<file path="src/rtl/aes_pkg.sv">
// aes_pkg: shared AES constants, column type and InvMixColumns FSM encoding
package aes_pkg;
    localparam logic [7:0] GF_POLY = 8'h1B;
    localparam logic [7:0] C_0E = 8'h0E;
    localparam logic [7:0] C_0B = 8'h0B;
    localparam logic [7:0] C_0D = 8'h0D;
    localparam logic [7:0] C_09 = 8'h09;
    typedef logic [31:0] col_t;
    typedef enum logic {IDLE = 1'b0, RUN = 1'b1} state_t;
endpackage

</file>
<file path="src/rtl/inv_mixcolumn.sv">
// inv_mixcolumn: combinational InvMixColumns of one 32-bit column (row r = bits [8r+7:8r])
module inv_mixcolumn
    import aes_pkg::*;
(
    input  col_t col_in,
    output col_t col_out
);
    logic [7:0] b1 [4];
    logic [7:0] b2 [4];
    logic [7:0] b4 [4];
    logic [7:0] b8 [4];

    // Coefficients are sums of x8/x4/x2/x1 terms, so each bit picks one chained xtime product
    function automatic logic [7:0] gmul(input logic [7:0] coef, input logic [7:0] p1,
                                        input logic [7:0] p2, input logic [7:0] p4,
                                        input logic [7:0] p8);
        return (((coef & 8'h08) != 8'h00) ? p8 : 8'h00) ^
               (((coef & 8'h04) != 8'h00) ? p4 : 8'h00) ^
               (((coef & 8'h02) != 8'h00) ? p2 : 8'h00) ^
               (((coef & 8'h01) != 8'h00) ? p1 : 8'h00);
    endfunction

    genvar i;
    for (i = 0; i < 4; i++) begin : g_byte
        assign b1[i] = col_in[8*i +: 8];
        xtime u_x2 (.byte_in(b1[i]), .byte_out(b2[i]));
        xtime u_x4 (.byte_in(b2[i]), .byte_out(b4[i]));
        xtime u_x8 (.byte_in(b4[i]), .byte_out(b8[i]));
    end

    // Row r uses the matrix row {0e 0b 0d 09} rotated right by r
    always_comb begin
        col_out = '0;
        for (int r = 0; r < 4; r++) begin
            col_out[8*r +: 8] =
                gmul(C_0E, b1[2'(r)],   b2[2'(r)],   b4[2'(r)],   b8[2'(r)])   ^
                gmul(C_0B, b1[2'(r+1)], b2[2'(r+1)], b4[2'(r+1)], b8[2'(r+1)]) ^
                gmul(C_0D, b1[2'(r+2)], b2[2'(r+2)], b4[2'(r+2)], b8[2'(r+2)]) ^
                gmul(C_09, b1[2'(r+3)], b2[2'(r+3)], b4[2'(r+3)], b8[2'(r+3)]);
        end
    end
endmodule

</file>
<file path="src/rtl/xtime.sv">
// xtime: multiply a byte by 2 in GF(2^8) modulo 0x11B
module xtime
    import aes_pkg::*;
(
    input  logic [7:0] byte_in,
    output logic [7:0] byte_out
);
    assign byte_out = {byte_in[6:0], 1'b0} ^ (byte_in[7] ? GF_POLY : 8'h00);
endmodule

</file>
<file path="src/rtl/inv_mixcolumns_iter.sv">
// inv_mixcolumns_iter: AES InvMixColumns, column-serial by default; INV_MIXCOLUMNS_UNROLL_EN gives a single-cycle four-column version
module inv_mixcolumns_iter
    import aes_pkg::*;
#(
    parameter int NB           = 4,
    parameter bit CLR_ON_START = 1'b0
) (
    input  logic         clk,
    input  logic         rst,
    input  logic         ena,
    input  logic [127:0] state_in,
    output logic [127:0] state_out,
    output logic         done,
    output logic         busy
);
    if (NB != 4) begin : g_nb_check
        $error("inv_mixcolumns_iter: NB must be 4");
    end

    logic [127:0] state_out_q, state_out_d;
    logic         done_q, done_d;

    assign state_out = state_out_q;
    assign done      = done_q;

`ifdef INV_MIXCOLUMNS_UNROLL_EN
    logic [127:0] imc;

    genvar i;
    for (i = 0; i < 4; i++) begin : g_col
        inv_mixcolumn u_col (.col_in(state_in[32*i +: 32]), .col_out(imc[32*i +: 32]));
    end

    assign busy = 1'b0;

    // Every accepted request completes on its own edge
    always_comb begin
        state_out_d = ena ? imc : state_out_q;
        done_d      = ena;
    end

    // Output registers
    always_ff @(posedge clk or negedge rst) begin
        if (!rst) begin
            state_out_q <= '0;
            done_q      <= 1'b0;
        end else begin
            state_out_q <= state_out_d;
            done_q      <= done_d;
        end
    end
`else
    state_t       fsm_q, fsm_d;
    logic [1:0]   col_q, col_d;
    logic [127:0] work_q, work_d;
    logic [127:0] result_q, result_d;
    logic         busy_q, busy_d;
    col_t         col_in, col_out;

    assign busy   = busy_q;
    assign col_in = work_q[{col_q, 5'd0} +: 32];

    inv_mixcolumn u_col (.col_in(col_in), .col_out(col_out));

    // Capture on start, then one column per edge; the last column bypasses result straight to state_out
    always_comb begin
        fsm_d       = fsm_q;
        col_d       = col_q;
        work_d      = work_q;
        result_d    = result_q;
        state_out_d = state_out_q;
        busy_d      = busy_q;
        done_d      = 1'b0;
        case (fsm_q)
            IDLE: begin
                if (ena) begin
                    work_d = state_in;
                    col_d  = 2'd0;
                    busy_d = 1'b1;
                    fsm_d  = RUN;
                    if (CLR_ON_START) state_out_d = '0;
                end
            end
            RUN: begin
                result_d[{col_q, 5'd0} +: 32] = col_out;
                col_d = col_q + 2'd1;
                if (col_q == 2'd3) begin
                    state_out_d = {col_out, result_q[95:0]};
                    done_d      = 1'b1;
                    busy_d      = 1'b0;
                    col_d       = 2'd0;
                    fsm_d       = IDLE;
                end
            end
            default: fsm_d = IDLE;
        endcase
    end

    // State and datapath registers
    always_ff @(posedge clk or negedge rst) begin
        if (!rst) begin
            fsm_q       <= IDLE;
            col_q       <= 2'd0;
            work_q      <= '0;
            result_q    <= '0;
            state_out_q <= '0;
            done_q      <= 1'b0;
            busy_q      <= 1'b0;
        end else begin
            fsm_q       <= fsm_d;
            col_q       <= col_d;
            work_q      <= work_d;
            result_q    <= result_d;
            state_out_q <= state_out_d;
            done_q      <= done_d;
            busy_q      <= busy_d;
        end
    end
`endif
endmodule

</file>
<file path="config.mk">
export PLATFORM = sky130hd
export DESIGN_NAME = inv_mixcolumns_iter
export DESIGN_NICKNAME = d
export VERILOG_FILES = /design/src/rtl/aes_pkg.sv /design/src/rtl/inv_mixcolumn.sv /design/src/rtl/xtime.sv /design/src/rtl/inv_mixcolumns_iter.sv
export SDC_FILE = /design/constraint.sdc
export NUM_CORES = 1
export LEC_CHECK = 0
export ABC_AREA = 0
export CORE_AREA = 2 2 100 102
export DETAILED_ROUTE_END_ITERATION = 10
export DIE_AREA = 0 0 102 104
export PLACE_DENSITY = 0.56
export SETUP_SLACK_MARGIN = 0.1
export SLEW_MARGIN = 20
export SYNTH_ARGS = -nofsm -noshare
export SYNTH_HDL_FRONTEND = slang
export SYNTH_SLANG_ARGS = --single-unit
</file>
<file path="constraint.sdc">
create_clock -name clk -period 2.7 [get_ports clk]
set_input_delay 0.81 -clock clk [delete_from_list [all_inputs] [get_ports clk]]
set_output_delay 0.81 -clock clk [all_outputs]
set_load 0.02 [all_outputs]
</file>
=== Word-level counts from Yosys, hierarchy flattened ===
Cells that the tools add are included.

* Bits of input ports: 131
* Register bits: 229
* Output and inout port bits: 130
* Word-level logic and storage cells: 28

* Reduce and logical (&&, ||, !) cells: 2
* Bitwise gates (word level): 1
* Mux-type cells: 12
* Shifts and indexed selects: 2
* Equal/unequal tests: 3
* Add/subtract/negate cells: 2

{| class="wikitable"
|+ Operators by type and width
! kind !! number
|-
| $bwmux 128 || 1
|-
| $shift 32x9->128 const A || 1
|-
| $shiftx 1x9->128 const A || 1
|-
| $neg 7->9 || 1
|-
| $mux 1 || 6
|-
| $mux 2 || 2
|-
| $pmux 1 s2 || 2
|-
| $pmux 2 s2 || 1
|-
| $reduce_and 2->1 || 2
|-
| $add 2x1->2 const B || 1
|-
| $eq 2x2->1 const B || 1
|-
| $ne 2x1->1 const B || 1
|-
| $ne 2x2->1 const B || 1
|-
| $not 1->1 || 1
|}

=== Depth between registers and ports, before layout ===
Gate-level depths: netlist (run 1).

* Depth in word-level cells: 3
* Depth in mapped cells: 3
* Gate-level depth less buffers: 3

=== Hierarchy ===
A second synthesis (run 1) with hierarchy kept.

* Cells, all modules: 939
* Area total of the unflattened synthesis: 14691.6 um2

{| class="wikitable"
|+ Modules (own cells, without submodules)
! module !! times used !! area an instance (um2) !! sequential area each (um2) !! cells each
|-
| inv_mixcolumns_iter || 1 || 14447.6 || 8933.6 || 906
|-
| inv_mixcolumn || 1 || 244.0 || 0.0 || 33
|}

=== Worst setup path before layout (run 1) ===
Ideal clock, no wire load.

* Kind: register to output
* From: register busy_q, in the netlist busy
* To: output port busy
* Stages on the path, launching flop included: 1
* Path buffers: 0
* Arrival time: 437 ps
* Required time: 1890 ps
* Slack: 1453 ps
* Path through: dfrtp_1

{| class="wikitable"
|+ RTL lines
! what !! RTL line !! source
|-
| from (decl) || inv_mixcolumns_iter.sv:57 || <nowiki>logic busy_q, busy_d;</nowiki>
|-
| from (signal assigned) || inv_mixcolumns_iter.sv:116 || <nowiki>busy_q <= busy_d;</nowiki>
|-
| to (decl) || inv_mixcolumns_iter.sv:14 || <nowiki>output logic busy</nowiki>
|}

No word-level cell between the ends.

=== Final worst setup path (run 1) ===
* From: register busy_q, in the netlist busy
* To: output port busy

No word-level cell between the ends.

==> results of run 1 <==
[metal layers]
layer	up-vias	track usage, %	wire, um
met3	4	0.605	389
li1	193	-	-
met5	-	0	0
met1	193	0.732	172
met2	106	2.11	355
met4	0	1.71	36
[kinds of logic after synthesis]
logic type                 share of synthesized area (%)
other                                              0.320
AOI/OAI and AO/OA                                   1.39
buffers and inverters                               82.4
and+or+nand+nor                                     1.82
DFF                                                 10.7
muxes                                               1.28
adders and majority gates                           2.14
[layout make-up]
type | instances | share of cell area, %
clock buffer | 4 | 4.80
inverter | 1 | 0.400
multi-input combinational | 137 | 59.5
sequential | 5 | 13.3
tap | 133 | 17.7
timing repair buffer | 4 | 4.27
[stage by stage]
stage / util (%) / hold slack [ns]
floorplan: - / 0.497
global placement: 9.36 / 0.526
detailed placement: 9.36 / 0.524
CTS: 9.83 / 0.535
global route: 9.83 / 0.561
finish: 9.83 / 0.528
[final timing paths]
check / start / to / slack, ns / depth (start not counted)
setup / recovery: busy$_DFFE_PN0P_ / busy / 0.70 / 1
hold / removal: col_q[1]$_DFFE_PN0P_ / col_q[1]$_DFFE_PN0P_ / 0.53 / 1
setup reg to reg: col_q[0]$_DFFE_PN0P_ / col_q[1]$_DFFE_PN0P_ / 1.63 / 2
hold reg to reg: col_q[1]$_DFFE_PN0P_ / col_q[1]$_DFFE_PN0P_ / 0.53 / 1
max in group asynchronous: rst / fsm_q$_DFF_PN0_ / 1.70 / 1
min in group asynchronous: rst / col_q[1]$_DFFE_PN0P_ / 0.81 / 1
[registers in the layout, indices dropped and copies added, names as in the netlist]
register	cells
col_q	2
busy	1
done	1
fsm_q	1
[cells in the final DEF (no fill, tap or decap), types with 2 or more instances in the layout]
master           count
clkbuf_8             3
clkdlybuf4s50_1      4
conb_1             128
dfrtp_1              5
ha_1                 2
nor2_1               2
[power breakdown]
part,switching (uW),total (uW),internal [uW]
registers,30.3,142,111
clock network,36.1,137,101
logic,205,280,75.0
==> run metrics, run 1 <==
die area=0.0106 mm2; Hold Path Class=reg -> reg; proportion of layout cells with a drive suffix above 1=4.64%; area used by multi-input combinational logic=558 um2; Most used DFF post-synth=dfrtp_1; # DRC=0; fmax=0.501 GHz; Final Hold Fails=0; Max IR drop VDD=0.000145 V; Post-synth top cells=buf_4, dfrtp_1, ha_1, nor2_1; number of global-route vias before repair=224; ANT nets after route=0; Worst path slowest cell=clkdlybuf4s50_1; synth top area cells=buf_4, dfrtp_1, ha_1; CTS Sinks=5; Final TNS setup=0 ns; maxcap violations=0; final cycle utilization of the critical path=74.0%; Max FO, Critical Path=3; Post-DP Area=893 um2; minimum clock period after layout=2.00 ns; clock skew=0.00189 ns; worst endpoint required time=1.89 ns; # hold bufs at CTS=0; CP startpoint kind=flop; Seq/Total Area, Yosys=10.7%; Die Y=104 um; crit path buf inv count=1; Post-CTS Resized=0; Initial Util=12.3%; drt pass-1 iters=3; core area=0.00955 mm2; Mean Syn Cell Area=8.13 um2; share of the synthesized area in the top cell type=82.1%; Netlist cell types=11; fin. max-slew vios=0; Post-Synthesis Cells=144; nets@finish=285; Cell Rows=36; Synthesis Warnings=0; Port Buffer Count=4; Final Cell Area=938 um2; Root Driver=clkbuf_8; number of buffers created by CTS=3; Leakage Power=0.000556 uW; synthesis-stage register bit count=5; Setup-failing EPs final=0; final wirelength=953 um; outcome=finished, final reports clean; Vias/cell=1.75; Vias=496; initial antenna violation count=0; # H-tree levels=1; num ports=261; EDFF count, synth=0; cell taking the most area after synthesis=buf_4; hpwl dp=835 um; # Post-CTS Setup Buffers=0; PwrDens=596 mW/mm2; Critical Setup Path Class=reg -> out; Crit path largest cell delay=0.61 ns; Area Growth Syn to Fin=-19.9%; most frequent cell after synthesis=buf_4; worst setup margin=0.703 ns; antenna cells=0; mapped cell area=0.00117 mm2; RSZ-0062 raised after global routing=no; Overflow after GRT=0; ys async rst share=100%; CTS tree=done; Longest Clk Path Bufs=2; Detailed Route Iter0 Violations=8; Non-Filler Instances=284; WL/cell=3.36 um; GPL Wtd Cong=0.583; all-layer global routing usage=1.23%; Clock Pin Slew Worst Setup and Hold Paths=0.04 ns; Die Span X=102 um; Critical Path AT=1.19 ns; Design Power=559 uW; fillers=1,126; clk_lat worst skew=0.22 ns; CP endpoint kind=primary output; Post-Place Cells=280; first-pass GRT wire length=952 um; Top Family by Delay on Critical Path=buffers and inverters; Reg area=125 um2; largest net degree at the start of global routing=6; critical path cell sequence=clkdlybuf4s50_1; pre-CTS setup slack=0.926 ns
(Power assumes the default switching activity.)
==> run 2: changes to the inputs <==
==> constraint.sdc (replaced) <==
create_clock -name clk -period 1.88 [get_ports clk]
set_input_delay 0.564 -clock clk [delete_from_list [all_inputs] [get_ports clk]]
set_output_delay 0.564 -clock clk [all_outputs]
set_load 0.02 [all_outputs]
==> run 2 against run 1 <==
Compared with the run above: first-iteration DRC count did not move; largest power group unchanged; worst setup slack got worse by 0.52 ns; hold slack did not move; non-clock buffer count did not move; count of clock-buffer cells in the layout did not move; largest cell class unchanged; routed wire length rose by 0.21%; critical path depth did not move; sequential cell count did not move; combinational power rose by 43%; critical endpoint is now done.
==> run metrics, run 2 (synthesis results as in run 1) <==
outcome=finished, final reports clean; CTS Sinks=5 (unchanged); Clock Pin Slew Worst Setup and Hold Paths=0.04 ns (about the same); Non-Filler Instances=284 (unchanged); Worst path slowest cell=clkdlybuf4s50_1; fin. max-slew vios=0 (unchanged); Root Driver=clkbuf_8; Final Hold Fails=0 (unchanged); Die Span X=102 um (unchanged); Vias=496 (unchanged); hpwl dp=835 um (unchanged); number of buffers created by CTS=3 (unchanged); Longest Clk Path Bufs=2 (unchanged); Crit path largest cell delay=0.60 ns (about the same); Leakage Power=0.000564 uW (+1.4%); CP endpoint kind=primary output; Critical Path AT=1.13 ns (-0.06 ns); ANT nets after route=0 (unchanged); nets@finish=285 (unchanged); PwrDens=851 mW/mm2 (+43%); # hold bufs at CTS=0 (unchanged); hold_ws=0.528 ns (unchanged); Top Family by Delay on Critical Path=buffers and inverters; largest register by flop count=col_q; critical path cell sequence=clkdlybuf4s50_1; stages on the worst setup path=1 (unchanged); Setup-failing EPs final=0 (unchanged); Port Buffer Count=4 (unchanged); Die Y=104 um (unchanged); R2R depth=2 (unchanged); # H-tree levels=1 (unchanged); Reg area=125 um2 (unchanged); RSZ-0062 raised after global routing=no; Post-Place Cells=280 (unchanged); Initial Util=12.3% (unchanged); WL/cell=3.36 um (+0.21%); largest net degree at the start of global routing=6 (unchanged); Design Power=801 uW (+43%); Hold Path Class=reg -> reg; all-layer global routing usage=1.23% (unchanged); Max IR drop VDD=0.000207 V (+43%); most frequent cells in the layout=conb_1, dfrtp_1, clkbuf_8, clkdlybuf4s50_1; Cell Rows=36 (unchanged); fillers=1,126 (unchanged); Final TNS setup=0 ns (unchanged); drt pass-1 iters=3 (unchanged); core area=0.00955 mm2 (unchanged); clock skew=0.00189 ns (unchanged); antenna cells=0 (unchanged); CP startpoint kind=flop; Detailed Route Iter0 Violations=8 (unchanged); final cycle utilization of the critical path=90.1%; Critical Setup Path Class=reg -> out; hold path cells=1 (unchanged); num ports=261 (unchanged); maxcap violations=0 (unchanged); GPL Wtd Cong=0.583 (unchanged); number of global-route vias before repair=224 (unchanged); die area=0.0106 mm2 (unchanged); crit path buf inv count=1 (unchanged); Area Growth Syn to Fin=-19.7%; commonest non-fill, non-tap cell in the layout=conb_1; Vias/cell=1.75 (unchanged); first-pass GRT wire length=952 um (unchanged); minimum clock period after layout=1.69 ns; initial antenna violation count=0 (unchanged); # DRC=0 (unchanged); CTS tree=done; Largest register FFs=2 (unchanged); clk_lat worst skew=0.22 ns (about the same); proportion of layout cells with a drive suffix above 1=4.64% (unchanged); Overflow after GRT=0 (unchanged); fmax=0.590 GHz; final wirelength=955 um (+0.21%); worst endpoint required time=1.32 ns (-0.57 ns); area used by multi-input combinational logic=558 um2 (unchanged); Max FO, Critical Path=1 (-2)
-- run 2: changes by cell type in the layout (fill, tap and decap cells not counted), sizes merged --
| cell | delta |
|---|---|
| clkdlybuf4s50 | -1 |
| dlymetal6s2s | +1 |
-- run 2: path summary, 6_finish.rpt --
check	from	to	slack (ns)
worst max-delay path	done$_DFF_PN0_	done	0.19
worst min-delay path	col_q[1]$_DFFE_PN0P_	col_q[1]$_DFFE_PN0P_	0.53
worst max register to register	col_q[0]$_DFFE_PN0P_	col_q[1]$_DFFE_PN0P_	0.81
worst min register to register	col_q[1]$_DFFE_PN0P_	col_q[1]$_DFFE_PN0P_	0.53
max in group asynchronous	rst	fsm_q$_DFF_PN0_	1.13
min in group asynchronous	rst	col_q[1]$_DFFE_PN0P_	0.56
-- run 2: layout make-up --
type	instances	share of cell area, %
clock buffers	4	4.79
inverters	1	0.399
multi-input cells	137	59.3
flip-flops and latches	5	13.3
well taps	133	17.7
repair buffers	4	4.52
-- run 2: metrics by stage --
step	setup slack, ns	util [%]	instance area (um2)
floorplan	0.844	-	1650
global placement	0.354	9.36	893
detailed placement	0.352	9.36	893
CTS	0.115	9.83	938
global route	0.149	9.85	941
finish	0.186	9.85	941
-- run 2: repair_timing --
action                     4_1_cts  5_1_grt
setup endpoints to repair        0        1
gates resized for setup          0        1
setup buffers                    0        0
-- run 2: where the power goes --
group          switching (uW)  internal (uW)  leakage [uW]
Clock                    51.8            145     0.0000228
Sequential               43.0            160     0.0000589
Combinational             295            105      0.000482
-- run 2: metal layers --
metal	track usage, %	up-vias	share of wire [%]
li1	-	193	-
met1	0.732	193	18
met2	2.11	106	37
met3	0.605	4	41
met4	1.71	0	3.8
met5	0	-	0
==> run 3: changes to the inputs <==
--- a/config.mk
+++ b/config.mk
@@ -9,6 +9,7 @@
 export CORE_AREA = 2 2 100 102
 export DETAILED_ROUTE_END_ITERATION = 10
 export DIE_AREA = 0 0 102 104
+export MAX_ROUTING_LAYER = met4
 export PLACE_DENSITY = 0.56
 export SETUP_SLACK_MARGIN = 0.1
 export SLEW_MARGIN = 20
==> results of run 3 <==
Same layout as run 2: the final DEF is identical, and so are final timing and power.
Main changes from that run: final weighted congestion in routability-driven placement 0.583 -> 0.586; overall routing resource usage 1.23% -> 1.26%; violation count after the first detailed-route iteration 8 -> 6
